===== config.mk =====
export PLATFORM = sky130hd
export DESIGN_NAME = ether_seq
export DESIGN_NICKNAME = d
export VERILOG_FILES = /design/src/rtl/ether_pkg.sv /design/src/rtl/ether_seq_sync2.sv /design/src/rtl/ether_seq.sv
export SDC_FILE = /design/constraint.sdc
export NUM_CORES = 1
export LEC_CHECK = 0
export CAP_MARGIN = 30
export CELL_PAD_IN_SITES_DETAIL_PLACEMENT = 0
export CELL_PAD_IN_SITES_GLOBAL_PLACEMENT = 1
export CORE_UTILIZATION = 40
export CTS_BUF_LIST = sky130_fd_sc_hd__clkbuf_2
export DETAILED_ROUTE_END_ITERATION = 16
export HOLD_SLACK_MARGIN = 0.12
export PLACE_DENSITY = 0.87
export SYNTH_ARGS = -nofsm -noshare
export SYNTH_HDL_FRONTEND = slang
export SYNTH_HIERARCHICAL = 1
export SYNTH_SLANG_ARGS = --single-unit
export TNS_END_PERCENT = 100

===== constraint.sdc =====
create_clock -name clk -period 2.6 [get_ports clk]
set_clock_uncertainty 0.2 [all_clocks]
set_input_delay 0.52 -clock clk [delete_from_list [all_inputs] [get_ports clk]]
set_output_delay 0.52 -clock clk [all_outputs]
set_load 0.05 [all_outputs]

===== src/rtl/ether_pkg.sv =====
// Shared types and constants for the ether host-side sequencer.
package ether_pkg;

  localparam logic [10:0] MIN_LEN            = 11'd60;
  localparam logic [10:0] MAX_LEN            = 11'd1514;
  localparam logic [19:0] TMO_CYCLES_DEFAULT = 20'd1000000;

  typedef enum logic [1:0] {
    T_IDLE = 2'd0,
    T_WAIT = 2'd1,
    T_REL  = 2'd2
  } tx_state_t;

  typedef enum logic [1:0] {
    R_IDLE = 2'd0,
    R_FULL = 2'd1,
    R_REL  = 2'd2
  } rx_state_t;

  // True when a transmit length is a legal frame size.
  function automatic logic len_ok(input logic [10:0] len);
    return (len >= MIN_LEN) && (len <= MAX_LEN);
  endfunction

endpackage


===== src/rtl/ether_seq_sync2.sv =====
// Two-flop synchronizer for single-bit asynchronous handshake inputs.
module sync2 (
  input  logic clk,
  input  logic rst,
  input  logic i_d,
  output logic o_q
);

  logic r_meta;
  logic r_q;

  // Shift the asynchronous input through two flops; reset clears both.
  always_ff @(posedge clk or posedge rst) begin
    if (rst) begin
      r_meta <= 1'b0;
      r_q    <= 1'b0;
    end else begin
      r_meta <= i_d;
      r_q    <= r_meta;
    end
  end

  assign o_q = r_q;

endmodule


===== src/rtl/ether_seq.sv =====
// Host-side sequencer for the ether MAC: transmit handshake with timeout,
// receive buffer handshake, and deferred loopback configuration.
//
// TX state | meaning
// T_IDLE   | waiting for an acceptable tx_req
// T_WAIT   | txrdy high, waiting for txdone or timeout
// T_REL    | waiting for txdone to drop (four-phase release)
//
// RX state | meaning
// R_IDLE   | waiting for rxrdy with receive enabled
// R_FULL   | frame captured, waiting for host rx_ack
// R_REL    | rxdone high, waiting for rxrdy to drop
module ether_seq
  import ether_pkg::*;
#(
  parameter logic [19:0] TMO_CYCLES = TMO_CYCLES_DEFAULT
) (
  input  logic        clk,
  input  logic        rst,
  input  logic        tx_req,
  input  logic [10:0] tx_len,
  output logic        tx_ack,
  output logic        tx_tmo,
  output logic        tx_badlen,
  output logic        txrdy,
  output logic [10:0] txcntb,
  input  logic        txdone,
  input  logic        rxrdy,
  input  logic [10:0] rxcntb,
  input  logic [7:0]  errs,
  output logic        rxdone,
  output logic        rx_avail,
  output logic [10:0] rx_len,
  output logic [7:0]  rx_err,
  input  logic        rx_ack,
  input  logic        cfg_wr,
  input  logic [3:0]  cfg_val,
  output logic [3:0]  lbmode,
  output logic        busy
);

  localparam logic [19:0] TMO_LAST = TMO_CYCLES - 20'd1;

  logic txdone_s;
  logic rxdone_s;

  tx_state_t   r_tx_state, w_tx_state_nxt;
  logic        r_txrdy, w_txrdy_nxt;
  logic [10:0] r_txcntb, w_txcntb_nxt;
  logic [19:0] r_timer, w_timer_nxt;
  logic        r_tx_ack, w_tx_ack_nxt;
  logic        r_tx_tmo, w_tx_tmo_nxt;
  logic        r_tx_badlen, w_tx_badlen_nxt;

  rx_state_t   r_rx_state, w_rx_state_nxt;
  logic        r_rxdone, w_rxdone_nxt;
  logic        r_rx_avail, w_rx_avail_nxt;
  logic [10:0] r_rx_len, w_rx_len_nxt;
  logic [7:0]  r_rx_err, w_rx_err_nxt;

  logic        r_pend, w_pend_nxt;
  logic [3:0]  r_pend_val, w_pend_val_nxt;
  logic [3:0]  r_lbmode, w_lbmode_nxt;
  logic        w_both_idle;

  sync2 u_sync_txdone (
    .clk (clk),
    .rst (rst),
    .i_d (txdone),
    .o_q (txdone_s)
  );

  sync2 u_sync_rxrdy (
    .clk (clk),
    .rst (rst),
    .i_d (rxrdy),
    .o_q (rxdone_s)
  );

  assign w_both_idle = (r_tx_state == T_IDLE) && (r_rx_state == R_IDLE);

  // TX next-state: accept/reject requests, wait for txdone or timeout, release.
  always_comb begin
    w_tx_state_nxt  = r_tx_state;
    w_txrdy_nxt     = r_txrdy;
    w_txcntb_nxt    = r_txcntb;
    w_timer_nxt     = r_timer;
    w_tx_ack_nxt    = 1'b0;
    w_tx_tmo_nxt    = 1'b0;
    w_tx_badlen_nxt = 1'b0;
    case (r_tx_state)
      T_IDLE: begin
        // A pending config wins this cycle; the request is taken next cycle.
        if (tx_req && !r_pend && !txdone_s) begin
          if (len_ok(tx_len)) begin
            w_txcntb_nxt   = tx_len;
            w_txrdy_nxt    = 1'b1;
            w_timer_nxt    = 20'd0;
            w_tx_state_nxt = T_WAIT;
          end else begin
            w_tx_badlen_nxt = 1'b1;
          end
        end
      end
      T_WAIT: begin
        // txdone is checked first so a late-but-valid completion is acked.
        if (txdone_s) begin
          w_txrdy_nxt    = 1'b0;
          w_tx_ack_nxt   = 1'b1;
          w_tx_state_nxt = T_REL;
        end else if (r_timer == TMO_LAST) begin
          w_txrdy_nxt    = 1'b0;
          w_tx_tmo_nxt   = 1'b1;
          w_tx_state_nxt = T_REL;
        end else begin
          w_timer_nxt = r_timer + 20'd1;
        end
      end
      T_REL: begin
        if (!txdone_s) w_tx_state_nxt = T_IDLE;
      end
      default: w_tx_state_nxt = T_IDLE;
    endcase
  end

  // RX next-state: capture on rxrdy when enabled, hand to host, release buffer.
  always_comb begin
    w_rx_state_nxt = r_rx_state;
    w_rxdone_nxt   = r_rxdone;
    w_rx_avail_nxt = r_rx_avail;
    w_rx_len_nxt   = r_rx_len;
    w_rx_err_nxt   = r_rx_err;
    case (r_rx_state)
      R_IDLE: begin
        // The enable bits only gate starting a capture, never an open handshake.
        if (rxdone_s && (r_lbmode[0] || r_lbmode[1]) && !r_pend) begin
          w_rx_len_nxt   = rxcntb;
          w_rx_err_nxt   = errs;
          w_rx_avail_nxt = 1'b1;
          w_rx_state_nxt = R_FULL;
        end
      end
      R_FULL: begin
        if (rx_ack) begin
          w_rx_avail_nxt = 1'b0;
          w_rxdone_nxt   = 1'b1;
          w_rx_state_nxt = R_REL;
        end
      end
      R_REL: begin
        if (!rxdone_s) begin
          w_rxdone_nxt   = 1'b0;
          w_rx_state_nxt = R_IDLE;
        end
      end
      default: w_rx_state_nxt = R_IDLE;
    endcase
  end

  // Config: hold the last write as pending and apply it once both FSMs are idle.
  always_comb begin
    w_pend_nxt     = r_pend;
    w_pend_val_nxt = r_pend_val;
    w_lbmode_nxt   = r_lbmode;
    if (r_pend && w_both_idle) begin
      w_lbmode_nxt = r_pend_val;
      w_pend_nxt   = 1'b0;
    end
    // A write in the apply cycle stays pending so it is not lost.
    if (cfg_wr) begin
      w_pend_nxt     = 1'b1;
      w_pend_val_nxt = cfg_val;
    end
  end

  // State and output registers; reset clears every output immediately.
  always_ff @(posedge clk or posedge rst) begin
    if (rst) begin
      r_tx_state  <= T_IDLE;
      r_txrdy     <= 1'b0;
      r_txcntb    <= 11'd0;
      r_timer     <= 20'd0;
      r_tx_ack    <= 1'b0;
      r_tx_tmo    <= 1'b0;
      r_tx_badlen <= 1'b0;
      r_rx_state  <= R_IDLE;
      r_rxdone    <= 1'b0;
      r_rx_avail  <= 1'b0;
      r_rx_len    <= 11'd0;
      r_rx_err    <= 8'd0;
      r_pend      <= 1'b0;
      r_pend_val  <= 4'd0;
      r_lbmode    <= 4'd0;
    end else begin
      r_tx_state  <= w_tx_state_nxt;
      r_txrdy     <= w_txrdy_nxt;
      r_txcntb    <= w_txcntb_nxt;
      r_timer     <= w_timer_nxt;
      r_tx_ack    <= w_tx_ack_nxt;
      r_tx_tmo    <= w_tx_tmo_nxt;
      r_tx_badlen <= w_tx_badlen_nxt;
      r_rx_state  <= w_rx_state_nxt;
      r_rxdone    <= w_rxdone_nxt;
      r_rx_avail  <= w_rx_avail_nxt;
      r_rx_len    <= w_rx_len_nxt;
      r_rx_err    <= w_rx_err_nxt;
      r_pend      <= w_pend_nxt;
      r_pend_val  <= w_pend_val_nxt;
      r_lbmode    <= w_lbmode_nxt;
    end
  end

  assign tx_ack    = r_tx_ack;
  assign tx_tmo    = r_tx_tmo;
  assign tx_badlen = r_tx_badlen;
  assign txrdy     = r_txrdy;
  assign txcntb    = r_txcntb;
  assign rxdone    = r_rxdone;
  assign rx_avail  = r_rx_avail;
  assign rx_len    = r_rx_len;
  assign rx_err    = r_rx_err;
  assign lbmode    = r_lbmode;
  assign busy      = (r_tx_state != T_IDLE) || (r_rx_state != R_IDLE) || r_pend;

endmodule


==> results.yml, run 1 <==
worst_setup_path:
  startpoint: "r_timer[8]"
  timing.rr.end: "r_timer[18]"
  crit_type: "reg -> reg"
  r2r_cells: 5
  path_cells: "or4b_1 -> or4_4 -> o21ai_2 -> o21ai_2 -> o211ai_1"
  reg2reg_from: "r_timer[8]"
  cp-endpoint: "r_timer[18]"
  rrSetupSlack_ns: 0.13
  critPathLaunchType: "register"
  crit_slowest_cell: "or4_4"
  cp-end-kind: "register"
  critical_path_peak_fanout: 7
  crit_arrival_ns: 2.66
  critPathMaxStageDelay_ns: 0.54
  required_ns: 2.79
  cpMostUsedCell: "o21ai_2"
grt:
  grt_pass1_wl_um: 12710
  grt_max_degree: 37
  gr-usage-all-layers_pct: 19.01
  grt_pass1_vias: 2732
  grt-ovfl-total: 0
  antenna_found_initial: 0
drt:
  wl_um: 7583
  drc_errors: 0
  first_pass_iters: 4
  drt_iter0_markers: 124
  antenna_left: 0
  vias: 2599
  post_drt_wl_per_cell_um: 15.54
  via_per_inst: 5.326
place:
  gp_congestion: 0.7829
  place_inst: 472
  dpl_cell_area_mm2: 0.004312
  dp_hpwl_um: 5514
  portBuffers: 81
die:
  rows: 32
  ios: 82
  die_x_um: 91.96
  die_area_mm2: 0.008456
  start_util_pct: 41.67
  fp.coreArea_mm2: 0.007767
  die_height_um: 91.96
synth:
  synth_area_leaders: "dfrtp_1 56%, mux2_2 13%, a21oi_1 3.2%"
  ys_types: 48
  yosys.area.top_type: "dfrtp_1"
  yosysMostFrequentCell: "dfrtp_1"
  synth_edf_count: 0
  seq_area_frac_synth_pct: 56.44
  synth_area_per_cell_um2: 11.73
  netlist_instances: 276
  synth_common_cells: "73 x dfrtp_1, 38 x mux2_2, 21 x a21oi_1"
  synth_top_area_share_pct: 56.44
  netlist_area_mm2: 0.003237
  ys.flop_type: "dfrtp_1"
  synth.net_count: 318
  ys_ff_latch: 73
  yosysWarnings: 6
  async_flop_share_pct: 100.0
sta:
  period_needed_ns: 2.472
  worst_slew_pin_slew_ns: 0.5362
  slew_headroom_pct: 64.14
  finalCritPeriodShare_pct: 95.09
  hold_viol: 0
  grt_setup_unrepaired: "no"
  timing.hold.ws_ns: 0.1763
  finalSetupViolations: 0
  fmax_ghz: 0.4045
  finalMaxSlewViolations: 0
  setup_tns_ns: 0
clock_tree:
  cts_root_buffer: "clkbuf_2"
  post_cts_buffers: 0
  cts_sinks: 73
  clk_pin_slew_ns: 0.20
  insertion_delay_ns: 0.48
  h-tree-depth: 3
  clk_path_buf_depth: 2
  cts_buffers: 9
  cts_tree: "done"
cells_and_area:
  antenna_cells: 0
  nets: 424
  final_area_mm2: 0.004462
  final_cells: 488
  layout-drive-gt1-share_pct: 23.06
  area_growth_pct: 37.84
power_and_ir_drop:
  netSwitchingPower_uw: 2240
  p_leak_uw: 0.001908
  clock_power_share_pct: 14.0
  peakVddDrop_uv: 839.3
  p_int_uw: 2821
  pwr-share-comb_pct: 51.3
  power.density_mw_per_mm2: 1134
  power_frac_seq_pct: 34.7
  p_total_uw: 5061
  sw_frac_of_total_pct: 44.26
outcome:
  status: "complete, no violations"
min_path:
  whs_path_depth: 0
  holdCritStartpoint: "u_sync_rxrdy/r_meta"
  hp-class: "reg -> reg"
job:
  maxCapViolations: 0
## timing repair
action,in CTS,in global routing
hold buffers,1,0
endpoints found under the hold margin,4,0
setup endpoints to repair,0,9
resized for setup,0,4
## cell families (layout without fill, tap and decap cells)
kind of cell               after synthesis  count (layout)  synth area share (%)
adders and majority gates                1               1                0.3865
DFF                                     73              73                 56.44
and+or+nand+nor                         72              72                 12.49
AOI/OAI and AO/OA                       68              68                 14.34
buffers and inverters                   24             134                 3.131
muxes                                   38              38                 13.22
## cells in the final DEF, fill, tap and decap left out, types with 2 or more instances in the layout
cell	count
nor3b_1	4
a21oi_1	21
nand3b_1	2
nand2b_1	2
o21ai_1	3
nand4_1	4
nor4_1	2
and3_1	3
o211ai_1	2
clkbuf_2	10
clkdlybuf4s50_1	80
inv_1	13
buf_4	24
nor2_2	2
a211oi_1	2
or4_1	3
a41oi_1	8
nand3_1	6
o21ai_0	8
bufinv_16	2
and4_1	3
nand2_1	14
dfrtp_1	72
o211a_1	3
a21o_1	5
o31a_1	3
a31oi_1	2
o21ai_2	3
nor2b_1	2
nor3_1	3
a41o_1	2
nor2_1	14
mux2_2	38
## registers in the layout (all words and copies together) (netlist names)
signal and cells:
r_pend 1, tx_badlen 1, tx_tmo 1, r_timer 20, rxdone 1, r_tx_state 2
u_sync_txdone/r_meta 1, txcntb 11, tx_ack 1, lbmode 4, u_sync_rxrdy/o_q 1, u_sync_txdone/o_q 1
r_rx_state 2, u_sync_rxrdy/r_meta 1, rx_avail 1, rx_err 8, txrdy 1, r_pend_val 4
rx_len 11
## through the flow
step | worst slack (ns) | utilization (%)
finish | 0.1278 | 57.44
detailed placement | -0.2314 | 55.51
CTS | 0.05289 | 57.33
global route | 0.04049 | 57.44
global placement | -0.1979 | 55.51
floorplan | 0.1401 | -
## power groups by stage
stage | clock [uW] | sequential [uW] | combinational (uW)
6_report | 707 | 1760 | 2600
5_1_grt | 759 | 1820 | 2720
3_5_place_dp | 0 | 1780 | 2610
4_1_cts | 728 | 1760 | 2620
3_3_place_gp | 0 | 1750 | 2570
2_1_floorplan | 0 | 2780 | 662
## layout make-up
| type | instances | area [um2] |
|---|---|---|
| inverters | 14 | 52.55 |
| clock buffers | 10 | 50.05 |
| flip-flops and latches | 73 | 1828 |
| multi-input cells | 179 | 1331 |
| clock inverters | 5 | 81.33 |
| well taps | 102 | 127.6 |
| repair buffers | 105 | 991.0 |
| fillers | 646 | 3306 |
## critical path: cells and delay by family, from the launching register on
family / cells / cell delay (ns)
DFF: 1 / 0.41
and+or+nand+nor: 2 / 1.06
AOI/OAI and AO/OA: 3 / 0.70
## per-layer routing
layer	share of wire [%]	wire length [um]	global-route usage [%]	vias to the layer above
met5	0	0	0	-
li1	-	-	-	1234
met1	44	3342	24.49	1264
met3	7.1	540	5.473	12
met2	47	3590	30.22	89
met4	1.5	110	7.422	0
## worst min-delay path by stage
stage                        end  slack [ns]
5_1_grt         u_sync_rxrdy/o_q        0.18
3_5_place_dp    u_sync_rxrdy/o_q        0.13
2_1_floorplan   u_sync_rxrdy/o_q        0.06
3_3_place_gp   u_sync_txdone/o_q        0.13
4_1_cts         u_sync_rxrdy/o_q        0.18
6_report        u_sync_rxrdy/o_q        0.18
Power figures use the tool's default switching activity.
==> run 2, diff against run 1 <==
--- a/config.mk
+++ b/config.mk
@@ -10,8 +10,10 @@
 export CELL_PAD_IN_SITES_GLOBAL_PLACEMENT = 1
 export CORE_UTILIZATION = 40
 export CTS_BUF_LIST = sky130_fd_sc_hd__clkbuf_2
+export CTS_CLUSTER_DIAMETER = 60
 export DETAILED_ROUTE_END_ITERATION = 16
 export HOLD_SLACK_MARGIN = 0.12
+export MAX_ROUTING_LAYER = met4
 export PLACE_DENSITY = 0.87
 export SYNTH_ARGS = -nofsm -noshare
 export SYNTH_HDL_FRONTEND = slang
==> results.yml, run 2 (synthesized netlist as in run 1, its figures left out) <==
die:
  ios: 82
  start_util_pct: 41.67
  fp.coreArea_mm2: 0.007767
  die_x_um: 91.96
  die_area_mm2: 0.008456
  rows: 32
  die_height_um: 91.96
drt:
  drc_errors: 0
  wl_um: 7549
  first_pass_iters: 5
  via_per_inst: 5.316
  drt_iter0_markers: 126
  vias: 2594
  post_drt_wl_per_cell_um: 15.47
  antenna_left: 0
sta:
  setup_tns_ns: 0
  finalMaxSlewViolations: 0
  worst_slew_pin_slew_ns: 0.5355
  period_needed_ns: 2.475
  finalSetupViolations: 0
  hold_viol: 0
  grt_setup_unrepaired: "no"
  slew_headroom_pct: 64.19
  fmax_ghz: 0.4040
  finalCritPeriodShare_pct: 95.19
worst_setup_path:
  crit_slowest_cell: "dfrtp_1"
  crit_arrival_ns: 1.76
  worst-path-stages: 4
  critPathLaunchType: "register"
  cp_top_family: "simple AND/OR/NAND/NOR gates"
  crit_type: "reg -> out"
  required_ns: 1.88
  critPathBufInv: 1
  critPathMaxStageDelay_ns: 0.47
  critical_path_peak_fanout: 5
  cp-end-kind: "primary output"
  path_cells: "nor2_1 -> nand2_1 -> or2_2 -> buf_4"
  r2r_cells: 5
grt:
  grt_pass1_vias: 2732
  grt_pass1_wl_um: 12700
  grt_max_degree: 37
  grt-ovfl-total: 0
  gr-usage-all-layers_pct: 19.54
  antenna_found_initial: 0
cells_and_area:
  seq_area_mm2: 0.001828
  multiInputGateArea_mm2: 0.001331
  antenna_cells: 0
  area_growth_pct: 37.84
  final_cells: 488
  layout_commonest_cell: "clkdlybuf4s50_1"
  final_area_mm2: 0.004462
  layout-drive-gt1-share_pct: 23.06
  final_cell_mix: "80 x clkdlybuf4s50_1, 72 x dfrtp_1, 38 x mux2_2, 24 x buf_4, 21 x a21oi_1"
  nets: 424
  top_register: "r_timer"
  fillers: 646
  largest_reg_flops: 20
power_and_ir_drop:
  power.density_mw_per_mm2: 1136
  p_leak_uw: 0.001908
  peakVddDrop_uv: 841.2
clock_tree:
  cts_root_buffer: "clkbuf_2"
  cts_sinks: 73
  clk_pin_slew_ns: 0.20
  h-tree-depth: 3
  cts_buffers: 9
  cts_tree: "done"
  clk_path_buf_depth: 2
  insertion_delay_ns: 0.50
place:
  place_inst: 472
  dpl_cell_area_mm2: 0.004312
  gp_congestion: 0.7937
  portBuffers: 81
  dp_hpwl_um: 5514
min_path:
  whs_path_depth: 0
  hp-class: "reg -> reg"
outcome:
  status: "complete, no violations"
job:
  maxCapViolations: 0
[run 2: cell counts in the layout (fill, tap and decap cells not counted)]
No cell type changed its count.
[run 2: metal layers]
| metal | share of wire [%] | GRT usage [%] | vias to the layer above |
|---|---|---|---|
| li1 | - | - | 1235 |
| met5 | 0 | - | - |
| met4 | 1.3 | 7.422 | 0 |
| met1 | 45 | 24.97 | 1263 |
| met2 | 48 | 30.22 | 86 |
| met3 | 5.9 | 4.643 | 10 |
[run 2: stage by stage]
stage,hold slack (ns),worst slack (ns),utilization (%),power (uW)
finish,0.1756,0.1249,57.44,5067
floorplan,0.06118,0.1401,-,3442
global placement,0.1313,-0.1979,55.51,4319
CTS,0.1794,0.05289,57.33,5107
global route,0.1839,0.04049,57.44,5303
detailed placement,0.1347,-0.2314,55.51,4389
[run 2: layout make-up]
type,count,share of cell area (%)
flip-flops and latches,73,40.97
clock inverters,5,1.823
multi-input cells,179,29.84
repair buffers,105,22.21
clock buffers,10,1.122
well taps,102,2.860
inverters,14,1.178
[run 2: path summary, 6_finish.rpt]
path	startpoint	end	slack (ns)
min in group asynchronous	rst	u_sync_rxrdy/o_q	0.58
max in group asynchronous	rst	txcntb[6]	1.02
min reg2reg	u_sync_rxrdy/r_meta	u_sync_rxrdy/o_q	0.18
max	r_rx_state[0]	busy	0.12
min	u_sync_rxrdy/r_meta	u_sync_rxrdy/o_q	0.18
max reg2reg	r_timer[8]	r_timer[18]	0.12
[run 2: report_power, final]
part,total (uW),internal [uW],switching (uW)
sequential,1760,1510,249
clock,712,317,395
combinational,2600,995,1600
total,5070,2820,2250
[run 2: timing repair]
action	in CTS	in global routing
gates resized for setup	0	4
setup endpoints to repair	0	9
buffers inserted	0	0
hold buffers	1	0
hold endpoints to repair	4	0
==> variant: new RTL, flow settings as in run 1 <==
Reset style: synchronous (`rst`), changed in 2 clocked blocks. Comments in the files are not updated.
--- a/src/rtl/ether_seq_sync2.sv
+++ b/src/rtl/ether_seq_sync2.sv
@@ -10,7 +10,7 @@
   logic r_q;
 
   // Shift the asynchronous input through two flops; reset clears both.
-  always_ff @(posedge clk or posedge rst) begin
+  always_ff @(posedge clk) begin
     if (rst) begin
       r_meta <= 1'b0;
       r_q    <= 1'b0;
--- a/src/rtl/ether_seq.sv
+++ b/src/rtl/ether_seq.sv
@@ -174,7 +174,7 @@
   end
 
   // State and output registers; reset clears every output immediately.
-  always_ff @(posedge clk or posedge rst) begin
+  always_ff @(posedge clk) begin
     if (rst) begin
       r_tx_state  <= T_IDLE;
       r_txrdy     <= 1'b0;
Formal check against the unedited RTL: differs if rst is asserted again (counterexample within 4 cycles, from zero or initial values and one cycle with rst high); with rst held inactive, the same outputs for 4 cycles.
==> variant against run 1 <==
  * Register-to-register slack better by 0.14 ns
  * First-iteration DRC count grew 44%
  * Sequential cell count unchanged
  * Worst setup slack lost 0.013 ns
  * Area after synthesis fell by 1.8%
  * Die area shrank 1.8%
  * Final area decreased by 4.0%
  * Wire length grew 0.99%
  * Worst hold slack better by 0.082 ns
  * Sequential share of layout area fell by 6.8 points
Power is not compared: it rests on default switching activity, and its combinational part moved more than twofold at a synthesized area within 25%.
==> variant: results (changes against run 1) <==
Seq/Total Area, Yosys 46.0% (was 56.4%); met3 wire len 459 um (was 540 um); Syn Inst Count 373 (was 276); vias 2951 (was 2599); GRT met3 Usage 5.86% (was 5.47%); Hold WS 0.258 ns (was 0.176 ns); GP Congestion 0.835 (was 0.783); first-pass GRT wire length 13000 um (was 12700 um); Met1 Wirelength 3460 um (was 3340 um); ys async rst share 0% (was 100%); Post-synth top flop dfxtp_1 (was dfrtp_1); hold depth 2 (was 0); total CTS buffers 9 (unchanged); top cells by count, synth dfxtp_1 (73), nand2_1 (54), a21oi_1 (38) (was dfrtp_1 (73), mux2_2 (38), a21oi_1 (21)); slowest cell delay on critical path 0.81 ns (was 0.54 ns); CP arrival 1.76 ns (was 2.66 ns); total power roughly 0.0021 W; Synth Net Count 415 (was 318); post-synth cell types 54 (was 48); number of global-route vias before repair 2857 (was 2732); status finished clean (unchanged); Slowest cell on crit path clkdlybuf4s50_1 (was or4_4); # placed instances 550 (was 472); Via density 5.20 (was 5.33); Total Nets Final 502 (was 424); detailed placement HPWL 5310 um (was 5510 um); Synth Area in Compound Gates 18.8% (was 14.3%); clock latency on the worst-skew pair 0.55 ns (was 0.48 ns); share of layout cells above drive strength 1 9.03% (was 23.1%); reg2reg setup slack 0.27 ns (was 0.13 ns); dpl ws -0.00596 ns (was -0.231 ns); metal2 WL 3620 um (was 3590 um); reg-to-reg critical path startpoint r_timer[0] (was r_timer[8]); Hold EP lbmode[3] (was u_sync_rxrdy/o_q); met1 Use GR 23.9% (was 24.5%); worst-path maximum fanout 2 (was 7); slew margin rel. 53.8% (was 64.1%); gr usage total 19.7% (was 19.0%); Area contributors post-synth dfxtp_1 (46%), nand2_1 (6.4%), a21oi_1 (6.0%), mux2i_1 (5.0%), nor2_1 (3.5%) (was dfrtp_1 (56%), mux2_2 (13%), a21oi_1 (3.2%), a41oi_1 (2.2%), nor2_1 (1.7%)); largest net degree at the start of global routing 51 (was 37); Crit path max-delay family buffers and inverters (was simple AND/OR/NAND/NOR gates); Synth Area in Adders 0.394% (was 0.387%); Hold Path Origin r_pend_val[3] (was u_sync_rxrdy/r_meta); dpl cell area 4150 um^2 (was 4310 um^2)
[variant: worst max-delay path by stage]
stage / from / end / slack [ns] / depth (start not counted)
floorplan: r_tx_state[1] / busy / 0.26 / 3
global placement: tx_req / r_timer[10] / 0.03 / 7
detailed placement: tx_req / r_timer[1] / -0.006 / 7
CTS: lbmode[1] / lbmode[1] / 0.03 / 1
global route: rx_err[7] / rx_err[7] / 0.02 / 1
finish: rx_err[7] / rx_err[7] / 0.12 / 1
[variant: layout make-up]
| class | count | area, um^2 | share of cell area [%] |
|---|---|---|---|
| clock inverter | 7 | 63.8 | 1.49 |
| clock buffer | 9 | 45.0 | 1.05 |
| sequential | 73 | 1460 | 34.1 |
| inverter | 10 | 37.5 | 0.876 |
| timing repair buffer | 96 | 948 | 22.1 |
| multi-input combinational | 270 | 1600 | 37.3 |
| tap | 102 | 128 | 2.98 |
[variant: timing repair]
action                                 CTS  global route
hold buffers                             1             0
endpoints found under the hold margin    3             0
gates resized for setup                  0             4
setup endpoints to repair                0             4
